==> src/rtl/load_align_unit.sv <==
// Load alignment unit: accepts one load at a time, fetches one or two aligned
// bus words, merges them, extracts the addressed field and sign/zero-extends it.

package load_align_pkg;
    typedef enum logic [1:0] {
        MSIZE1 = 2'd0,
        MSIZE2 = 2'd1,
        MSIZE4 = 2'd2,
        MSIZE8 = 2'd3
    } msize_t;
endpackage

module load_align_unit
    import load_align_pkg::*;
#(
    parameter int DATA_W         = 64,
    parameter int ADDR_W         = 64,
    parameter bit ALLOW_MISALIGN = 1'b1
) (
    input  logic              clk,
    input  logic              reset,
    input  logic              req_valid,
    output logic              req_ready,
    input  logic [ADDR_W-1:0] req_addr,
    input  msize_t            req_msize,
    input  logic              req_unsigned,
    output logic              dreq_valid,
    output logic [ADDR_W-1:0] dreq_addr,
    input  logic              dresp_valid,
    input  logic [DATA_W-1:0] dresp_data,
    output logic              resp_valid,
    input  logic              resp_ready,
    output logic [DATA_W-1:0] resp_data,
    output logic              resp_split,
    output logic              resp_err
);
    localparam int                BYTES     = DATA_W / 8;
    localparam int                OFF_W     = $clog2(BYTES);
    localparam logic [4:0]        BYTES_L   = 5'(BYTES);
    localparam logic [ADDR_W-1:0] STEP      = ADDR_W'(BYTES);
    localparam logic [ADDR_W-1:0] ALIGN_MSK = ~ADDR_W'(BYTES - 1);
    localparam bit                NO_DWORD  = (DATA_W == 32);

    typedef enum logic [1:0] {
        IDLE  = 2'd0,
        BEAT0 = 2'd1,
        BEAT1 = 2'd2,
        DONE  = 2'd3
    } state_t;

    // Access size in bytes.
    function automatic logic [3:0] size_bytes(input msize_t m);
        case (m)
            MSIZE1:  size_bytes = 4'd1;
            MSIZE2:  size_bytes = 4'd2;
            MSIZE4:  size_bytes = 4'd4;
            default: size_bytes = 4'd8;
        endcase
    endfunction

    // Keep the low n bytes of the shifted word and fill above with the sign bit.
    // A full-width field produces an all-ones mask, so signedness is irrelevant there.
    function automatic logic [DATA_W-1:0] extend(input logic [2*DATA_W-1:0] word,
                                                 input msize_t m, input logic uns);
        logic [6:0]        nbits;
        logic              sgn;
        logic [DATA_W-1:0] mask;
        nbits = {size_bytes(m), 3'b000};
        case (m)
            MSIZE1:  sgn = word[7];
            MSIZE2:  sgn = word[15];
            MSIZE4:  sgn = word[31];
            default: sgn = word[63];
        endcase
        sgn    = sgn & ~uns;
        mask   = ~({DATA_W{1'b1}} << nbits);
        extend = (word[DATA_W-1:0] & mask) | ({DATA_W{sgn}} & ~mask);
    endfunction

    state_t              state_q, state_d;
    logic [ADDR_W-1:0]   addr_q;
    msize_t              msize_q;
    logic                uns_q;
    logic                cross_q;
    logic [DATA_W-1:0]   beat0_q;
    logic                req_ready_q, req_ready_d;
    logic                dreq_valid_q, dreq_valid_d;
    logic [ADDR_W-1:0]   dreq_addr_q, dreq_addr_d;
    logic                resp_valid_q, resp_valid_d;
    logic [DATA_W-1:0]   resp_data_q, resp_data_d;
    logic                resp_split_q, resp_split_d;
    logic                resp_err_q, resp_err_d;

    logic                capture_s;
    logic [OFF_W-1:0]    req_off_s;
    logic [3:0]          req_n_s;
    logic                req_cross_s;
    logic [ADDR_W-1:0]   cur_addr_s;
    logic [ADDR_W-1:0]   aligned_s;
    logic [DATA_W-1:0]   b0_s;
    logic [DATA_W-1:0]   b1_s;
    logic [2*DATA_W-1:0] merged_s;
    logic [DATA_W-1:0]   ext_s;

    // Request geometry, address alignment and beat merge.
    always_comb begin
        req_off_s   = req_addr[OFF_W-1:0];
        req_n_s     = size_bytes(req_msize);
        req_cross_s = (5'(req_off_s) + 5'(req_n_s)) > BYTES_L;
        // Before capture the live request address is used; afterwards the latched one.
        cur_addr_s  = (state_q == IDLE) ? req_addr : addr_q;
        aligned_s   = cur_addr_s & ALIGN_MSK;
        // The beat arriving this cycle is merged directly so the result registers with it.
        b0_s        = (state_q == BEAT0) ? dresp_data : beat0_q;
        b1_s        = (state_q == BEAT1) ? dresp_data : {DATA_W{1'b0}};
        merged_s    = {b1_s, b0_s} >> {addr_q[OFF_W-1:0], 3'b000};
        ext_s       = extend(merged_s, msize_q, uns_q);
    end

    // Next-state and registered-output logic.
    always_comb begin
        state_d      = state_q;
        resp_data_d  = resp_data_q;
        resp_split_d = resp_split_q;
        resp_err_d   = resp_err_q;
        capture_s    = 1'b0;
        case (state_q)
            IDLE: begin
                if (req_valid && req_ready_q) begin
                    capture_s = 1'b1;
                    if ((req_msize == MSIZE8) && NO_DWORD) begin
                        state_d      = DONE;
                        resp_err_d   = 1'b1;
                        resp_data_d  = {DATA_W{1'b0}};
                        resp_split_d = 1'b0;
                    end else if (req_cross_s && !ALLOW_MISALIGN) begin
                        state_d      = DONE;
                        resp_err_d   = 1'b1;
                        resp_data_d  = {DATA_W{1'b0}};
                        resp_split_d = 1'b0;
                    end else begin
                        state_d = BEAT0;
                    end
                end else begin
                    state_d = IDLE;
                end
            end
            BEAT0: begin
                if (dresp_valid && cross_q) begin
                    state_d = BEAT1;
                end else if (dresp_valid) begin
                    state_d      = DONE;
                    resp_data_d  = ext_s;
                    resp_split_d = 1'b0;
                    resp_err_d   = 1'b0;
                end else begin
                    state_d = BEAT0;
                end
            end
            BEAT1: begin
                if (dresp_valid) begin
                    state_d      = DONE;
                    resp_data_d  = ext_s;
                    resp_split_d = 1'b1;
                    resp_err_d   = 1'b0;
                end else begin
                    state_d = BEAT1;
                end
            end
            DONE: begin
                if (resp_ready) begin
                    state_d      = IDLE;
                    resp_data_d  = {DATA_W{1'b0}};
                    resp_split_d = 1'b0;
                    resp_err_d   = 1'b0;
                end else begin
                    state_d = DONE;
                end
            end
            default: begin
                state_d      = IDLE;
                resp_data_d  = {DATA_W{1'b0}};
                resp_split_d = 1'b0;
                resp_err_d   = 1'b0;
            end
        endcase

        req_ready_d  = (state_d == IDLE);
        dreq_valid_d = (state_d == BEAT0) || (state_d == BEAT1);
        resp_valid_d = (state_d == DONE);
        case (state_d)
            BEAT0:   dreq_addr_d = aligned_s;
            BEAT1:   dreq_addr_d = aligned_s + STEP;
            default: dreq_addr_d = {ADDR_W{1'b0}};
        endcase
    end

    // State and output registers.
    always_ff @(posedge clk or posedge reset) begin
        if (reset) begin
            state_q      <= IDLE;
            req_ready_q  <= 1'b0;
            dreq_valid_q <= 1'b0;
            dreq_addr_q  <= {ADDR_W{1'b0}};
            resp_valid_q <= 1'b0;
            resp_data_q  <= {DATA_W{1'b0}};
            resp_split_q <= 1'b0;
            resp_err_q   <= 1'b0;
        end else begin
            state_q      <= state_d;
            req_ready_q  <= req_ready_d;
            dreq_valid_q <= dreq_valid_d;
            dreq_addr_q  <= dreq_addr_d;
            resp_valid_q <= resp_valid_d;
            resp_data_q  <= resp_data_d;
            resp_split_q <= resp_split_d;
            resp_err_q   <= resp_err_d;
        end
    end

    // Request attributes latched at acceptance.
    always_ff @(posedge clk or posedge reset) begin
        if (reset) begin
            addr_q  <= {ADDR_W{1'b0}};
            msize_q <= MSIZE1;
            uns_q   <= 1'b0;
            cross_q <= 1'b0;
        end else if (capture_s) begin
            addr_q  <= req_addr;
            msize_q <= req_msize;
            uns_q   <= req_unsigned;
            cross_q <= req_cross_s;
        end
    end

    // First bus beat, kept for merging with the second beat of a split load.
    always_ff @(posedge clk or posedge reset) begin
        if (reset) begin
            beat0_q <= {DATA_W{1'b0}};
        end else if ((state_q == BEAT0) && dresp_valid) begin
            beat0_q <= dresp_data;
        end
    end

    assign req_ready  = req_ready_q;
    assign dreq_valid = dreq_valid_q;
    assign dreq_addr  = dreq_addr_q;
    assign resp_valid = resp_valid_q;
    assign resp_data  = resp_data_q;
    assign resp_split = resp_split_q;
    assign resp_err   = resp_err_q;

endmodule

==> config.mk <==
export PLATFORM = sky130hd
export DESIGN_NAME = load_align_unit
export DESIGN_NICKNAME = d
export VERILOG_FILES = /design/src/rtl/load_align_unit.sv
export SDC_FILE = /design/constraint.sdc
export NUM_CORES = 1
export LEC_CHECK = 0
export BUFFER_PORTS_ARGS = -buffer_cell sky130_fd_sc_hd__buf_2
export CORE_MARGIN = 1.5
export CORE_UTILIZATION = 35
export CTS_BUF_LIST = sky130_fd_sc_hd__clkbuf_8
export CTS_CLUSTER_SIZE = 20
export DETAILED_ROUTE_END_ITERATION = 6
export SLEW_MARGIN = 30
export SYNTH_ARGS = -nofsm -noshare
export SYNTH_HDL_FRONTEND = slang
export SYNTH_SLANG_ARGS = --single-unit
export TNS_END_PERCENT = 50
==> constraint.sdc <==
create_clock -name clk -period 8.53 [get_ports clk]
set_input_delay 0.853 -clock clk [delete_from_list [all_inputs] [get_ports clk]]
set_output_delay 0.853 -clock clk [all_outputs]
set_load 0.01 [all_outputs]
==> impl_metrics.ini <==
[setup_path]
cp_max_fo = 69
startpoint_type = flop
slowest_stage = nor4_2
end_kind = flop
crit_buf_inv = 1
cp_top_family = simple AND/OR/NAND/NOR gates
cp_data_required_time_ns = 9.03
critPathMaxStageDelay_ns = 0.82
path_cells = buf_4 > or3b_2 > a22oi_1 > nand4_1 > nor4_2 > nand4_1 > a32o_1
critPathKind = flop to flop
worst_ep_arrival_time_ns = 4.76
critical_path.most_common_cell = nand4_1

[timing]
setup-violations-final = 0
finalCriticalPeriod_ns = 4.25
rsz0062_at_grt = false
fmax_mhz = 235
slew_violations = 0
fin_setup_tns_ns = 0
worst_slew_pin_slew_ns = 0.951
skew_ns = 0.0358
finalHoldViolCount = 0
finalWorstSetupSlack_ns = 4.28
relSlewSlack = 0.366
layout_worst_path_cycle_share = 0.499

[power]
internal_power_uw = 4490
p_per_area_mw_per_mm2 = 403
clockPowerShare = 0.146
swShare = 0.448
combinationalPowerShare = 0.582
total_power_uw = 8140
pwr-share-seq = 0.271
ir_drop_mv = 0.239
p_sw_uw = 3650
leakage_uw = 0.00872

[synth]
synth_commonest_cells = dfrtp_1 (263), nand2_1 (170), mux2_2 (137)
synth.distinct_cells = 78
synth_area_leaders = dfrtp_1 (38%), mux4_2 (13%), mux2_2 (8.9%)
syn_avg_cell_area_um2 = 10.7
ys_async_sr_fraction = 1.00
synth_top_area_frac = 0.378
synth_area_leader_cell = dfrtp_1
synth_flop_cell = dfrtp_1
ys_seq_area_frac = 0.378
syn_area_mm2 = 0.0174
synth-seq-cells = 263
synth.most_common_cell = dfrtp_1
syn_inst = 1627
synth.yosys.warnings = 0
synth-edff-count = 0

[clock_tree]
tritoncts = yes
htree_num_levels = 2
ctsLongestPathBuffers = 3
post_cts.repair.setup_buffers = 0
clkTransAtPathRegs_ns = 0.06
clock_latency_ns = 0.63
ctsHoldBuffers = 0
cts_resized = 0
cts_sinks = 263
cts_root_buf = clkbuf_8
cts_buffers = 49

[placement]
dpl_worst_slack_ns = 4.35
gp_congestion = 0.932
place_hpwl_mm = 40.8
io_buffers = 264

[floorplanning]
rows = 81
io_pins = 269
die_x_um = 226
die-area_mm2 = 0.0511
coreArea_mm2 = 0.0491
initial_core_util = 0.355
die_y_um = 226

[run]
max_cap_viol_count = 0

[detailed_routing]
wl_met3_mm = 4.58
drt_iter0_markers = 1597
drcViolationCount = 0
highest-signal-layer = met5
wl_met1_mm = 25.9
vias = 14800
drtAntennaViolNets = 0
post_drt_wl_per_cell_um = 22.8
avgViaCountPerCell = 5.84
routed_wl_mm = 57.6
firstDrtPassIters = 6
met2_length_mm = 25.8

[grt]
grt_overflow = 0
grt_pass1_vias = 14200
grt_pass1_wl_mm = 87.0
antenna_found_initial = 17
grt_max_degree = 121
gr-usage-all-layers = 0.222

[final_layout]
drive_gt1_frac = 0.342
fillers = 4809
final_core_util = 0.412
area.growth.synth_to_final_pct = 15.8
nNetsFinal = 1971

[worst_hold_path]
worstHoldPathType = primary input to async pin

[outcome]
status = complete, no violations
==> logic make-up (layout without fill, tap and decap cells) <==
kind of cell	Yosys count	after routing	synth area share
compound gates	344	344	0.138
xor+xnor	24	24	0.0121
fa+ha+maj	9	9	0.00689
buf+inv	166	392	0.0409
flops	263	263	0.378
mux	343	343	0.279
other cells	1	14	0.000215
simple gates	477	477	0.146
==> area by class of cell <==
class	count	area, um2	area share
Tap cell	664	831	0.0412
Antenna cell	10	25.0	0.00124
Inverter	20	83.8	0.00415
Sequential cell	263	6590	0.326
Clock buffer	58	798	0.0395
Clock inverter	23	120	0.00595
Multi-Input combinational cell	1201	10200	0.505
Timing Repair Buffer	291	1540	0.0763
==> metrics by stage <==
step	cells	hold WS, ns	instance area, um2
2_1_floorplan	1630	0.474	17400
3_3_place_gp	2438	0.465	19200
3_5_place_dp	2439	0.469	19200
4_1_cts	2520	0.427	20100
5_1_grt	2525	0.446	20200
6_report	2530	0.437	20200
==> path summary, 6_finish.rpt <==
| kind | start | end | slack, ns | cells after the start |
|---|---|---|---|---|
| worst max-delay path | state_q[1] | dreq_addr[58] | 4.28 | 7 |
| max in group asynchronous | reset | state_q[1] | 6.86 | 3 |
| min in group clk | req_unsigned | uns_q | 0.47 | 2 |
| worst min register to register | resp_data[8] | resp_data[8] | 0.48 | 2 |
| worst min-delay path | reset | dreq_addr[54] | 0.44 | 2 |
| worst max register to register | state_q[1] | dreq_addr[58] | 4.28 | 7 |
==> registers in the layout, summed over array words and instances, names as in the netlist, 2 cells and up <==
name	cells
addr_q	64
beat0_q	64
resp_data	64
dreq_addr	61
msize_q	2
state_q	2
==> cell usage in the layout, fill, tap and decap left out, drive strengths merged, types with 11 or more instances in the layout <==
cell | synthesis | final
buf | 59 | 291
dfrtp | 263 | 263
nand2 | 170 | 170
mux2 | 137 | 137
mux2i | 106 | 106
mux4 | 100 | 100
o211ai | 96 | 96
nor2 | 74 | 74
clkbuf | 87 | 58
o21ai | 57 | 57
nand3 | 45 | 45
a21oi | 43 | 43
a22oi | 35 | 35
inv | 19 | 34
nand4 | 29 | 29
nand2b | 23 | 23
nand4bb | 19 | 19
o22ai | 18 | 18
and2 | 16 | 16
xor2 | 15 | 15
nor4 | 15 | 15
nor3 | 13 | 13
nor2b | 12 | 12
and3 | 11 | 11
==> power by group through the flow <==
stage	combinational, uW	clock, uW	sequential (uW)
after CTS	4680	1220	2200
after detailed placement	4680	0	2220
after global routing	5110	1280	2270
after global placement	4600	0	2200
final	4740	1190	2210
after floorplan	3460	0	2090
==> metal layers <==
| layer | track usage | vias to the layer above |
|---|---|---|
| met5 | 0 | - |
| met4 | 0.0546 | 16 |
| met3 | 0.0619 | 73 |
| met2 | 0.331 | 547 |
| met1 | 0.317 | 7526 |
| li1 | - | 6618 |
Power figures use the tool's default switching activity.
